## src/rtl/alu_exec_ctrl.sv

```systemverilog
// Execute-stage sequencer for an external combinational ALU: fetches operands
// from a small register file, captures the ALU result and flags, then writes them back.
module alu_exec_ctrl #(
  parameter int DATA_W = 8,
  parameter int NREGS  = 4
) (
  input  logic                     clk,
  input  logic                     rst_n,
  input  logic                     instr_valid,
  output logic                     instr_ready,
  input  logic [7:0]               instr,
  input  logic                     wr_en,
  input  logic [$clog2(NREGS)-1:0] wr_addr,
  input  logic [DATA_W-1:0]        wr_data,
  input  logic [$clog2(NREGS)-1:0] rd_addr,
  output logic [DATA_W-1:0]        rd_data,
  output logic [DATA_W-1:0]        alu_a,
  output logic [DATA_W-1:0]        alu_b,
  output logic [1:0]               alu_sel,
  input  logic [DATA_W-1:0]        alu_result,
  input  logic                     alu_carry,
  input  logic                     alu_overflow,
  input  logic                     alu_negative,
  input  logic                     alu_zero,
  output logic                     done,
  output logic                     flag_c,
  output logic                     flag_v,
  output logic                     flag_n,
  output logic                     flag_z
);

  localparam int AW = $clog2(NREGS);

  typedef enum logic [1:0] {IDLE, READ, EXEC, WB} state_t;

  state_t            state, state_nx;
  logic [DATA_W-1:0] regs [NREGS];
  logic [5:0]        instr_q;
  logic [DATA_W-1:0] res_q;
  logic [3:0]        hflags_q;
  logic [1:0]        op_q;
  logic [AW-1:0]     rd_q, rs_q;
  logic              unused_instr_bits;

  assign op_q = instr_q[5:4];
  assign rd_q = instr_q[3:2];
  assign rs_q = instr_q[1:0];
  assign unused_instr_bits = ^instr[1:0];

  assign rd_data = regs[rd_addr];

  always_ff @(posedge clk or negedge rst_n) begin
    if (!rst_n) state <= IDLE;
    else        state <= state_nx;
  end

  always_comb begin
    state_nx    = state;
    instr_ready = 1'b0;
    case (state)
      IDLE: begin
        instr_ready = 1'b1;
        if (instr_valid) state_nx = READ;
      end
      READ:    state_nx = EXEC;
      EXEC:    state_nx = WB;
      WB:      state_nx = IDLE;
      default: state_nx = IDLE;
    endcase
  end

  // Host writes share the IDLE edge with a handshake, so READ sees the new value.
  always_ff @(posedge clk or negedge rst_n) begin
    if (!rst_n) begin
      for (int unsigned i = 0; i < unsigned'(NREGS); i++) regs[i] <= '0;
      instr_q  <= '0;
      alu_a    <= '0;
      alu_b    <= '0;
      alu_sel  <= '0;
      res_q    <= '0;
      hflags_q <= '0;
      done     <= 1'b0;
      flag_c   <= 1'b0;
      flag_v   <= 1'b0;
      flag_n   <= 1'b0;
      flag_z   <= 1'b0;
    end else begin
      done <= 1'b0;
      case (state)
        IDLE: begin
          if (wr_en)       regs[wr_addr] <= wr_data;
          if (instr_valid) instr_q       <= instr[7:2];
        end
        READ: begin
          alu_a   <= regs[rd_q];
          alu_b   <= regs[rs_q];
          alu_sel <= op_q;
        end
        EXEC: begin
          res_q    <= alu_result;
          hflags_q <= {alu_carry, alu_overflow, alu_negative, alu_zero};
        end
        WB: begin
          regs[rd_q] <= res_q;
          {flag_c, flag_v, flag_n, flag_z} <= hflags_q;
          done <= 1'b1;
        end
        default: ;
      endcase
    end
  end

endmodule
```

## config.mk

```make
export PLATFORM = sky130hd
export DESIGN_NAME = alu_exec_ctrl
export DESIGN_NICKNAME = d
export VERILOG_FILES = /design/src/rtl/alu_exec_ctrl.sv
export SDC_FILE = /design/constraint.sdc
export NUM_CORES = 1
export LEC_CHECK = 0
export CORE_UTILIZATION = 53
export CTS_CLUSTER_DIAMETER = 60
export CTS_CLUSTER_SIZE = 16
export DETAILED_ROUTE_END_ITERATION = 8
export HOLD_SLACK_MARGIN = 0.08
export PLACE_DENSITY = 0.8
export SLEW_MARGIN = 20
export SYNTH_ARGS = -nofsm -noshare
export SYNTH_HDL_FRONTEND = slang
export SYNTH_SLANG_ARGS = --single-unit
```

## constraint.sdc

```tcl
create_clock -name clk -period 2.1 [get_ports clk]
set_clock_uncertainty 0.1 [all_clocks]
set_input_delay 0.42 -clock clk [delete_from_list [all_inputs] [get_ports clk]]
set_output_delay 0.42 -clock clk [all_outputs]
set_load 0.02 [all_outputs]
```

==> impl_results.md, run 1 <==
- Setup TNS: 0 ns
- Crit Path Max Fanout: 8
- Worst-Skew Late Latency: 0.35 ns
- Max_slew headroom: 54.38%
- Die area: 7479 sq um
- Proportion of synthesized area in mux cells: 27.56%
- Most common cell after layout, fill and taps aside: dfrtp_1
- Worst Path Arrival: 1.54 ns
- CP required: 1.58 ns
- Worst reg2reg path startpoint: state[0]$_DFFE_PN0P_
- Share of cells above drive strength 1: 37.39%
- Port bufs: 65
- DR DRC count: 0
- Global-route wire length before repair: 13.93 mm
- Post-Place Cell Area: 4696 sq um
- Fmax: 484.5 MHz
- NumNets Final: 374
- Clk sink count: 75
- Critical Path End Type: output pin
- Hold Path Class: register to register
- Critical path class: primary input to output pin
- Layout area overhead: 29.04%
- # rows: 30
- Finished Core Util: 71.45%
- Setup bufs post-CTS: 0
- Final critical-path required period: 2.064 ns
- Top-area cell type share of the netlist area: 49.62%
- Leak: 0.001991 uW
- Max Buffers Root-to-Sink: 2
- Worst R2R End: regs[31]$_DFFE_PN0P_
- Gr usage total: 25.63%
- Final period utilization: 98.28%
- Netlist cell types: 24
- YS warnings: 0
- Commonest non-fill, non-tap cells in the layout: dfrtp_1, clkdlybuf4s50_1, mux2_2
- Final Instance Area: 4881 sq um
- Largest net degree at the start of global routing: 45
- Die width: 86.48 um
- Synthesized area per cell: 15.25 sq um
- Top cells by area, synth: dfrtp_1, mux4_2, mux2_2
- Crit. Startpoint: rd_addr[1]
- RSZ-0062 raised after global routing: false
- Status: completed
- Clock slew seen by the registers of the worst setup and hold paths: 0.08 ns
- CTS Root Cell: clkbuf_8
- Area leader, netlist: dfrtp_1
- PwrDens: 1592 nW/um^2
- HP Start: alu_b[1]$_DFFE_PN0N_
- Largest family of logic cells by synthesized area: multiplexers
- Max H-tree Level: 3
- Final Wtd Congestion: 0.7982
- WHS: 0.4073 ns
- XOR/XNOR share of the synthesized area: 0%
- Post-Syn Instances: 248
- Pre-Repair DR Iteration Count: 5
- Core area: 6832 sq um
- Endpoints failing setup: 0
- Io pins: 68
- Final Hold Viols: 0
- Via Count: 2673
- Total global routing overflow: 0
- Initial Util: 55.37%
- Drt total wl: 8.733 mm
- Vias in the first global route: 2619
- Post-route ant nets: 0
- Final Max Slew Viols: 0
- Routed len/inst: 20.17 um
- Compound-Gate Fraction of Synth Area: 15.15%
- Max_cap viols: 0
- Slew @ Worst Pin: 0.6844 ns
- Post-Synth Adder-Cell Area: 1.654%
- Initial antenna violation count: 0
- Die Y: 86.48 um
- Synth Area in Simple Gates: 3.176%
- Startpoint types: primary input
- Peak supply drop: 1018 uV
- Worst setup path end: rd_data[0]
- Synth Register Bits: 75
- CTS buffer count: 9
- Sequential element share of the synthesized area: 49.62%
- Drt initial violations: 216
- Syn_nets: 289
- Average vias per placed instance: 6.173
- CTS tree: built
- DP HPWL: 6.065 mm
- Worst reg2reg path depth: 4
- Cell Area, Synth: 3782 sq um
- Antenna fix cells: 0
- R2R Setup Slk: 0.19 ns
-- metrics by stage --
stage	power, uW	instances	worst slack [ns]
2_1_floorplan	5265	248	0.3315
3_3_place_gp	6505	417	-0.5629
3_5_place_dp	6662	417	-0.5860
4_1_cts	7807	433	0.03159
5_1_grt	8189	433	0.001808
6_report	7772	433	0.03614
-- registers in the layout (all words and copies together) (netlist names) --
signal	count
flag_z	1
regs	32
hflags_q	4
done	1
alu_a	8
instr_q	6
flag_c	1
alu_b	8
state	2
res_q	8
flag_n	1
alu_sel	2
flag_v	1
-- cells in the mapped netlist --
cell / count
buf_2: 8
and3_2: 1
nor2_1: 2
a21oi_1: 1
o21ai_2: 4
and3b_2: 2
nor3_4: 1
dfrtp_1: 75
buf_1: 1
o2bb2ai_1: 32
ha_1: 5
o21ai_0: 1
o31ai_1: 1
mux4_2: 24
and3b_1: 1
nor3b_4: 3
inv_1: 3
a22oi_1: 32
buf_6: 3
clkbuf_1: 5
mux2i_1: 1
mux2_2: 33
nand2_1: 1
mux2_4: 8
-- layer usage --
| metal | wire [um] | up-vias | track usage [%] | share of wire [%] |
|---|---|---|---|---|
| li1 | - | 1177 | - | - |
| met1 | 3656 | 1353 | 34.35 | 42 |
| met2 | 4135 | 126 | 39.18 | 47 |
| met3 | 693 | 17 | 7.238 | 7.9 |
| met4 | 247 | 0 | 11.67 | 2.8 |
| met5 | 0 | - | 0 | 0 |
-- logic make-up after synthesis --
logic type / Yosys count
AOI/OAI and AO/OA: 71
adders and majority gates: 5
buffers and inverters: 20
DFF: 75
muxes: 66
and+or+nand+nor: 11
-- power by group --
| part | switching, uW | total [uW] | leakage [uW] | internal (uW) |
|---|---|---|---|---|
| logic | 1550 | 3700 | 0.000958 | 2150 |
| registers | 726 | 2860 | 0.000925 | 2140 |
| clock network | 518 | 1210 | 0.000108 | 691 |
| total | 2790 | 7770 | 0.00199 | 4980 |
-- critical path, stage by stage --
cell             delay (ns)
clkdlybuf4s50_1        0.51
buf_12                 0.14
mux4_2                 0.29
buf_2                  0.18
-- worst min-delay path by stage --
stage,end,slack [ns],cells past startpoint
2_1_floorplan,alu_a[0]$_DFFE_PN0N_,0.02,0
3_3_place_gp,alu_b[3]$_DFFE_PN0N_,0.35,1
3_5_place_dp,alu_a[3]$_DFFE_PN0N_,0.35,1
4_1_cts,flag_v$_DFFE_PN0P_,0.41,1
5_1_grt,alu_b[4]$_DFFE_PN0N_,0.42,1
6_report,alu_b[1]$_DFFE_PN0N_,0.41,1
-- what timing repair did --
item                       CTS  global route
resized for setup           35             0
hold buffers                 1             0
hold endpoints to repair    41             0
setup endpoints to repair    9             0
-- cell type report --
cell class | instances | area [sq um]
Sequential cell | 75 | 1877
Inverter | 3 | 11.26
Clock inverter | 5 | 77.57
Tap cell | 96 | 120.1
Multi-Input combinational cell | 153 | 1802
Clock buffer | 10 | 137.6
Fill cell | 503 | 1951
Timing Repair Buffer | 91 | 855.8
Power figures use the tool's default switching activity.
==> run 2: changes to the inputs <==
--- a/config.mk
+++ b/config.mk
@@ -10,7 +10,7 @@
 export CTS_CLUSTER_SIZE = 16
 export DETAILED_ROUTE_END_ITERATION = 8
 export HOLD_SLACK_MARGIN = 0.08
-export PLACE_DENSITY = 0.8
+export PLACE_DENSITY = 0.76
 export SLEW_MARGIN = 20
 export SYNTH_ARGS = -nofsm -noshare
 export SYNTH_HDL_FRONTEND = slang
==> impl_results.md, run 2 (synthesis results as in run 1) <==
- Largest net degree at the start of global routing: 41 (-8.9%)
- Finished Core Util: 72.27% (+0.82 points)
- Core area: 6832 sq um (unchanged)
- Die width: 86.48 um (unchanged)
- Fmax: 488.7 MHz (+0.87%)
- Setup bufs post-CTS: 0 (unchanged)
- Drt total wl: 8.704 mm (-0.33%)
- Max Buffers Root-to-Sink: 2 (unchanged)
- DR DRC count: 0 (unchanged)
- Average vias per placed instance: 6.092 (-1.3%)
- Hold Path Class: register to register
- NumNets Final: 374 (unchanged)
- Clk sink count: 75 (unchanged)
- # rows: 30 (unchanged)
- Startpoint types: primary input
- Layout area overhead: 30.53%
- Commonest non-fill, non-tap cells in the layout: dfrtp_1, clkdlybuf4s50_1, mux2_2
- Critical path class: primary input to output pin
- Max reg flops: 32 (unchanged)
- Initial Util: 55.37% (unchanged)
- Pre-Repair DR Iteration Count: 5 (unchanged)
- Post-route ant nets: 0 (unchanged)
- Final Hold Viols: 0 (unchanged)
- Finished Layout Cells: 434 (+0.23%)
- Max_slew headroom: 58.15% (+3.8 points)
- Die Y: 86.48 um (unchanged)
- Die area: 7479 sq um (unchanged)
- Final critical-path required period: 2.046 ns (-0.01779 ns)
- Most flops, register: regs
- PwrDens: 1626 nW/um^2 (+2.1%)
- Worst Path Arrival: 1.53 ns (about the same)
- Routed len/inst: 20.06 um (-0.56%)
- Final Max Slew Viols: 0 (unchanged)
- Final Power: 8029 uW (+3.3%)
- Global-route wire length before repair: 14.29 mm (+2.6%)
- Crit Path Max Fanout: 8 (unchanged)
- Status: completed
- WHS: 0.4052 ns (-0.002104 ns)
- Leak: 0.002019 uW (+1.4%)
- Max_cap viols: 0 (unchanged)
- Max H-tree Level: 3 (unchanged)
- Drt initial violations: 207 (-4.2%)
- Placed cell count: 417 (unchanged)
- Final Wtd Congestion: 0.8156 (+2.2%)
- Initial antenna violation count: 0 (unchanged)
- CTS buffer count: 9 (unchanged)
- Most common cell after layout, fill and taps aside: dfrtp_1
- Gr usage total: 26.08% (+0.44 points)
- Total global routing overflow: 0 (unchanged)
- Peak supply drop: 1131 uV (+11%)
- Port bufs: 65 (unchanged)
- RSZ-0062 raised after global routing: false
- CP required: 1.58 ns (about the same)
- Clock slew seen by the registers of the worst setup and hold paths: 0.07 ns (about the same)
- Slew @ Worst Pin: 0.6278 ns (-0.05658 ns)
- Vias in the first global route: 2694 (+2.9%)
- CTS Root Cell: clkbuf_8
- Final period utilization: 97.43% (-0.85 points)
- CTS tree: built
- Share of cells above drive strength 1: 37.57% (+0.19 points)
- Io pins: 68 (unchanged)
- Via Count: 2644 (-1.1%)
- Endpoints failing setup: 0 (unchanged)
- DP HPWL: 6.063 mm (about the same)
- Antenna fix cells: 0 (unchanged)
- Worst-Skew Late Latency: 0.35 ns (about the same)
- Critical Path End Type: output pin
==> run 2: cell count changes in the layout (fill, tap and decap cells not counted) <==
| cell | delta |
|---|---|
| bufinv_16 | +2 |
| clkinv_2 | -2 |
| clkbuf_1 | +1 |
| clkbuf_2 | +1 |
| clkbuf_8 | +1 |
| clkinvlp_4 | -1 |
| dlygate4sd2_1 | -1 |
==> run 2: what timing repair did <==
action,in CTS,in global routing
resized for setup,35,2
setup endpoints to repair,9,1
hold buffers,1,0
pin swaps,0,0
hold endpoints to repair,38,0
==> run 2: final cells by class <==
class                           instances  area (sq um)
Multi-Input combinational cell        153          1802
Inverter                                3         11.26
Clock buffer                           12         155.1
Sequential cell                        75          1877
Clock inverter                          4         120.1
Tap cell                               96         120.1
Fill cell                             460          1894
Timing Repair Buffer                   91         852.1
==> run 2: routing by layer <==
metal	vias up	part of all wire (%)	wire length, um	global-route usage, %
met5	-	0	0	0
met4	0	1.4	121	12.58
met3	10	7.5	654	4.762
met2	119	49	4224	40.98
met1	1341	43	3704	35.41
li1	1174	-	-	-
==> run 2: worst max-delay path: stages <==
cell and delay [ns]:
clkdlybuf4s50_1 0.51, buf_12 0.14, mux4_2 0.28, buf_2 0.17
==> run 2: worst paths after layout <==
kind / depth (start not counted) / from / slack, ns / to
worst max-delay path: 4 / rd_addr[1] / 0.05 / rd_data[0]
worst min-delay path: 1 / hflags_q[3]$_DFFE_PN0N_ / 0.41 / hflags_q[3]$_DFFE_PN0N_
worst max register to register: 5 / state[0]$_DFFE_PN0P_ / 0.21 / regs[7]$_DFFE_PN0P_
worst min register to register: 1 / hflags_q[3]$_DFFE_PN0N_ / 0.41 / hflags_q[3]$_DFFE_PN0N_
max in group asynchronous: 3 / rst_n / 0.84 / state[1]$_DFFE_PN0P_
min in group asynchronous: 2 / rst_n / 0.49 / alu_a[1]$_DFFE_PN0N_
==> run 2: per-stage QoR <==
| stage | cell area [sq um] | setup slack, ns | TNS [ns] |
|---|---|---|---|
| 2_1_floorplan | 3782 | 0.3315 | 0 |
| 3_3_place_gp | 4696 | -0.5538 | -4.359 |
| 3_5_place_dp | 4696 | -0.5598 | -4.400 |
| 4_1_cts | 4941 | 0.03002 | 0 |
| 5_1_grt | 4937 | 0.02119 | 0 |
| 6_report | 4937 | 0.05393 | 0 |
==> run 2: report_power, final <==
| part | internal (uW) | total (uW) | leakage, uW | switching, uW |
|---|---|---|---|---|
| sequential | 2140 | 2860 | 0.000925 | 725 |
| combinational | 2130 | 3660 | 0.000957 | 1520 |
| clock | 976 | 1510 | 0.000137 | 533 |
==> RTL change 1: new RTL, config.mk and constraints of run 1 <==
The parameter `DATA_W` goes from 8 to 12.
--- a/src/rtl/alu_exec_ctrl.sv
+++ b/src/rtl/alu_exec_ctrl.sv
@@ -1,7 +1,7 @@
 // Execute-stage sequencer for an external combinational ALU: fetches operands
 // from a small register file, captures the ALU result and flags, then writes them back.
 module alu_exec_ctrl #(
-  parameter int DATA_W = 8,
+  parameter int DATA_W = 12,
   parameter int NREGS  = 4
 ) (
   input  logic                     clk,
Ports: changed (5 resized); port bits go from 68 to 88. No check against the original RTL was run, so the function may have changed too.
==> RTL change 1 against run 1 <==
Worst setup slack improved by 11 ps. Sequential cell count increased by 28. Non-clock buffer count increased by 32. Wire length increased by 55%. Power increased by 25%. Area after synthesis increased by 43%. Final area increased by 39%. Cell count increased by 45%. Critical path type unchanged.
==> RTL change 1: results (changes against run 1) <==
\begin{tabular}{lr}
\hline
Metric & Value \\
\hline
\multicolumn{2}{l}{\textbf{Outcome}} \\
Run status & finished, final reports clean \\
\multicolumn{2}{l}{\textbf{CTS}} \\
Worst skew pair latency & 380 ps (+30 ps) \\
Post-cts repair resize count & 53 (+51\%) \\
\multicolumn{2}{l}{\textbf{Yosys}} \\
Net count after synthesis & 439 (+52\%) \\
Most common library cells after synthesis & sky130\_fd\_sc\_hd\_\_dfrtp\_1, sky130\_fd\_sc\_hd\_\_mux2\_2, sky130\_fd\_sc\_hd\_\_o22ai\_1, sky130\_fd\_sc\_hd\_\_mux4\_2, sky130\_fd\_sc\_hd\_\_nand2\_1 \\
Synth Area in Compound Gates & 0.1002 (-0.05132) \\
Adder-cell share of the synthesized area & 0.01157 (-0.004971) \\
Syn Inst Count & 390 (+57\%) \\
Share of cell area taken by muxes after synthesis & 0.3373 (+0.06179) \\
Cells taking the most area after synthesis & sky130\_fd\_sc\_hd\_\_dfrtp\_1, sky130\_fd\_sc\_hd\_\_mux2\_2, sky130\_fd\_sc\_hd\_\_mux4\_2 \\
Post-synthesis sequential area ratio & 0.4766 (-0.01956) \\
\multicolumn{2}{l}{\textbf{Global route}} \\
Total global-route track usage & 0.2757 (+0.01942) \\
Pin count of the biggest net entering global routing & 62 (+38\%) \\
Global-route wire length before repair & 20,990 um (+51\%) \\
\multicolumn{2}{l}{\textbf{Hold path}} \\
Hold Crit Class & primary input to asynchronous set/reset pin \\
\multicolumn{2}{l}{\textbf{Pwr}} \\
Sequential power share & 0.363 (-0.006) \\
Pwr Density & 1441 nW/um2 (-9.5\%) \\
Cell leakage power & 2.870 nW (+44\%) \\
Combinational cell power & 5.02 mW (+36\%) \\
\multicolumn{2}{l}{\textbf{Layout}} \\
Max FFs per register & 48 (+50\%) \\
Share of layout cells above drive strength 1 & 0.3863 (+0.01243) \\
Total number of nets in the final design & 541 (+45\%) \\
Non-filler instance count after layout & 630 (+45\%) \\
\multicolumn{2}{l}{\textbf{Setup path}} \\
Slack of the worst reg-to-reg path & 120 ps (-70 ps) \\
Worst-path maximum fanout & 6 (-2) \\
Cell count of the worst reg-to-reg path & 5 (+1) \\
Critical-path cell with the highest stage delay & sky130\_fd\_sc\_hd\_\_mux4\_2 \\
\multicolumn{2}{l}{\textbf{Placed design}} \\
Buffers on Ports & 85 (+31\%) \\
Detailed Place HPWL & 9177 um (+51\%) \\
RePlAce Congestion & 0.8428 (+5.6\%) \\
Placed Cells & 611 (+47\%) \\
\multicolumn{2}{l}{\textbf{Route}} \\
Count of TritonRoute iterations in the first routing pass & 4 (-1) \\
Mean routed wirelength per cell & 21.52 um (+6.7\%) \\
\multicolumn{2}{l}{\textbf{Timing}} \\
Worst Tran Pin Value & 684.9 ps (+0.4802 ps) \\
\hline
\end{tabular}
==> RTL change 1: cell count changes after synthesis, sizes merged, moves of 8 or more <==
cell | run 1 | this run
a22oi | 32 | 0
clkbuf | 5 | 13
dfrtp | 75 | 103
mux2 | 41 | 88
mux4 | 24 | 36
nand2 | 1 | 15
nand2b | 0 | 14
o22a | 0 | 12
o22ai | 0 | 37
o2bb2ai | 32 | 0
o31ai | 1 | 12
==> RTL change 1: per-stage QoR <==
stage	utilization	setup slack [ps]	hold slack (ps)	setup TNS (ps)
CTS	0.6858	8.455	326.2	0
global placement	0.6692	-586.0	178.6	-8917
detailed placement	0.6692	-622.4	178.5	-10050
finish	0.6890	47.58	329.5	0
global route	0.6890	7.444	328.9	0
floorplan	-	113.1	24.41	0
==> RTL change 1: metal layers <==
layer,part of all wire,vias to the layer above,track usage
met5,0,-,0
met4,0.034,0,0.1398
met3,0.071,33,0.04271
met2,0.48,187,0.4313
met1,0.41,1979,0.3781
li1,-,1713,-
==> RTL change 1: area by class of cell <==
| type | instances | area (um2) |
|---|---|---|
| fill | 750 | 3054 |
| multi-input combinational | 251 | 2654 |
| sequential | 103 | 2577 |
| timing repair buffer | 123 | 1167 |
| tap | 133 | 166.4 |
| clock buffer | 12 | 155.1 |
| clock inverter | 4 | 30.03 |
| inverter | 4 | 15.01 |
==> RTL change 1: worst max-delay path by stage <==
| stage | start | cells after the start | to |
|---|---|---|---|
| 6_report | rd_addr[0] | 4 | rd_data[5] |
| 3_3_place_gp | rd_addr[0] | 4 | rd_data[6] |
| 2_1_floorplan | state[0] | 6 | regs[10] |
| 3_5_place_dp | rd_addr[0] | 4 | rd_data[6] |
| 4_1_cts | rd_addr[1] | 4 | rd_data[5] |
| 5_1_grt | state[1] | 3 | instr_ready |
==> RTL change 2: new RTL, flow settings as in run 1 <==
Without the edit above. Put one more register stage on the output `flag_c`, with the module's reset. The value now appears one clock later. The other outputs are not delayed to match.
--- a/src/rtl/alu_exec_ctrl.sv
+++ b/src/rtl/alu_exec_ctrl.sv
@@ -32,6 +32,8 @@
   localparam int AW = $clog2(NREGS);
 
   typedef enum logic [1:0] {IDLE, READ, EXEC, WB} state_t;
+
+  logic flag_c_s0;
 
   state_t            state, state_nx;
   logic [DATA_W-1:0] regs [NREGS];
@@ -80,7 +82,7 @@
       res_q    <= '0;
       hflags_q <= '0;
       done     <= 1'b0;
-      flag_c   <= 1'b0;
+      flag_c_s0 <= 1'b0;
       flag_v   <= 1'b0;
       flag_n   <= 1'b0;
       flag_z   <= 1'b0;
@@ -102,7 +104,7 @@
         end
         WB: begin
           regs[rd_q] <= res_q;
-          {flag_c, flag_v, flag_n, flag_z} <= hflags_q;
+          {flag_c_s0, flag_v, flag_n, flag_z} <= hflags_q;
           done <= 1'b1;
         end
         default: ;
@@ -110,4 +112,12 @@
     end
   end
 
+  always_ff @(posedge clk or negedge rst_n) begin
+    if (!rst_n) begin
+      flag_c <= '0;
+    end else begin
+      flag_c <= flag_c_s0;
+    end
+  end
+
 endmodule
Behaviour: not the same (a bounded check fails within 10 cycles, from zero or initial values and one cycle with rst_n low).
==> RTL change 2 against run 1 <==
Die area rose by 0.64%. Final area is 0.15% lower. Critical path type unchanged. First-iteration DRC count grew 17%. Fmax is 0.52% higher. Wire length up 3.7%. Cell count did not move. Sequential cell count up 1. Count of clock-buffer cells in the layout unchanged. Largest cell class unchanged. Worst setup slack gained 11 ps. Area after synthesis up 0.66%. Global-route usage grew 1.5 points. Power shrank 0.79%.
==> RTL change 2: results (changes against run 1) <==
\begin{tabular}{lr}
\hline
Metric & Value \\
\hline
\multicolumn{2}{l}{\textbf{Route}} \\
Mean routed wirelength per cell & 20.91 um (+3.7\%) \\
DRC marker count from the first detailed-route iteration & 252 (+17\%) \\
Vias post-DR & 2,656 (-0.64\%) \\
\multicolumn{2}{l}{\textbf{Timing}} \\
Relative slew slack & 0.5936 (+0.04986) \\
Period utilization & 0.9777 (-0.005073) \\
\multicolumn{2}{l}{\textbf{Yosys}} \\
Post-synth EDFFs & 0 (unchanged) \\
Cells taking the most area after synthesis & sky130\_fd\_sc\_hd\_\_dfrtp\_1, sky130\_fd\_sc\_hd\_\_mux4\_2, sky130\_fd\_sc\_hd\_\_mux2\_2 \\
Most common library cells after synthesis & sky130\_fd\_sc\_hd\_\_dfrtp\_1, sky130\_fd\_sc\_hd\_\_mux2\_2, sky130\_fd\_sc\_hd\_\_a22oi\_1, sky130\_fd\_sc\_hd\_\_o2bb2ai\_1, sky130\_fd\_sc\_hd\_\_mux4\_2 \\
Post-synthesis sequential area ratio & 0.4995 (+0.003311) \\
Yosys warning count & 0 (unchanged) \\
Net count after synthesis & 290 (+0.35\%) \\
\multicolumn{2}{l}{\textbf{CTS}} \\
Htree depth & 3 (unchanged) \\
Number of buffers created by CTS & 9 (unchanged) \\
Clock-pin transition on the worst setup and hold timing paths & 70 ps \\
Root buffer cell & sky130\_fd\_sc\_hd\_\_clkbuf\_8 \\
Worst skew pair latency & 350 ps (about the same) \\
\multicolumn{2}{l}{\textbf{Layout}} \\
Share of layout cells above drive strength 1 & 0.3709 (-0.002967) \\
Antenna cell count & 0 (unchanged) \\
\multicolumn{2}{l}{\textbf{Setup path}} \\
Last element of the critical path & rd\_data[5] \\
Slack of the worst reg-to-reg path & 190 ps (about the same) \\
Crit Reg-Reg Startpoint & state[0] \\
Cell count of the worst reg-to-reg path & 5 (+1) \\
CP Data Arrival Time & 1530 ps \\
Capture instance of the worst register-to-register path & regs[13] \\
\multicolumn{2}{l}{\textbf{Global route}} \\
Total global-route track usage & 0.2709 (+0.01461) \\
Number of global-route vias before repair & 2,757 (+5.3\%) \\
Global-route wire length before repair & 14,830 um (+6.4\%) \\
Pin count of the biggest net entering global routing & 46 (+2.2\%) \\
\multicolumn{2}{l}{\textbf{Placed design}} \\
Minimum setup slack after placement & -567.9 ps (+18.09 ps) \\
RePlAce Congestion & 0.8110 (+1.6\%) \\
Detailed Place HPWL & 6244 um (+2.9\%) \\
\multicolumn{2}{l}{\textbf{Pwr}} \\
Max IR drop VDD & 972.8 uV (-4.4\%) \\
Cell leakage power & 1.989 nW (-0.11\%) \\
\multicolumn{2}{l}{\textbf{Outcome}} \\
Run status & finished, final reports clean \\
\multicolumn{2}{l}{\textbf{Hold path}} \\
Hold Crit Class & flop to flop \\
\hline
\end{tabular}
-- RTL change 2: cell count changes after synthesis --
cell                      change
sky130_fd_sc_hd__dfrtp_1      +1
-- RTL change 2: logic make-up after synthesis --
kind of cell,share of synthesized area
flops,0.4995
compound gates,0.1505
mux,0.2737
buf+inv,0.02826
simple gates,0.03155
fa+ha+maj,0.01643
-- RTL change 2: worst max-delay path: cells and delay by family --
kind	cells	cell delay, ps
muxes	1	290
buffers and inverters	3	820
-- RTL change 2: layout make-up --
cell class                 count  area, um2
clock buffer                  10      137.6
clock inverter                 5      52.55
fill                         492       1996
inverter                       3      11.26
multi-input combinational    153       1802
sequential                    76       1902
tap                           96      120.1
timing repair buffer          90      848.3
-- RTL change 2: per-stage QoR --
| step | instance area (um2) | cells | util | hold WS (ps) | TNS, ps |
|---|---|---|---|---|---|
| 3_3_place_gp | 4713 | 417 | 0.6862 | 257.1 | -4428 |
| 2_1_floorplan | 3807 | 249 | - | 24.41 | 0 |
| 3_5_place_dp | 4713 | 417 | 0.6862 | 267.8 | -4466 |
| 4_1_cts | 4873 | 433 | 0.7095 | 284.6 | 0 |
| 6_report | 4873 | 433 | 0.7095 | 283.5 | 0 |
| 5_1_grt | 4873 | 433 | 0.7095 | 303.8 | 0 |
-- RTL change 2: what timing repair did --
item / CTS / global route
buffers inserted: 0 / 0
resized for setup: 35 / 0
endpoints found under the setup margin: 9 / 0
endpoints found under the hold margin: 31 / 0
hold buffers: 1 / 0
-- RTL change 2: worst min-delay path by stage --
stage / from / endpoint / cells after the start
2_1_floorplan: rst_n / alu_a[0] / 0
3_3_place_gp: flag_c_s0 / flag_c / 0
3_5_place_dp: flag_c_s0 / flag_c / 0
4_1_cts: flag_c_s0 / flag_c / 0
5_1_grt: flag_c_s0 / flag_c / 0
6_report: flag_c_s0 / flag_c / 0
-- RTL change 2: power breakdown --
part           internal, mW  switching, mW
clock network         0.569          0.543
registers              2.17          0.704
logic                  2.14           1.59
total                  4.88           2.83
-- RTL change 2: metal layers --
layer  GRT usage  share of wire  vias up
met5           0              0        -
met4     0.09697          0.019        0
met3     0.06476          0.075       24
met2      0.4293           0.49      119
met1      0.3689           0.42     1344
li1            -              -     1169
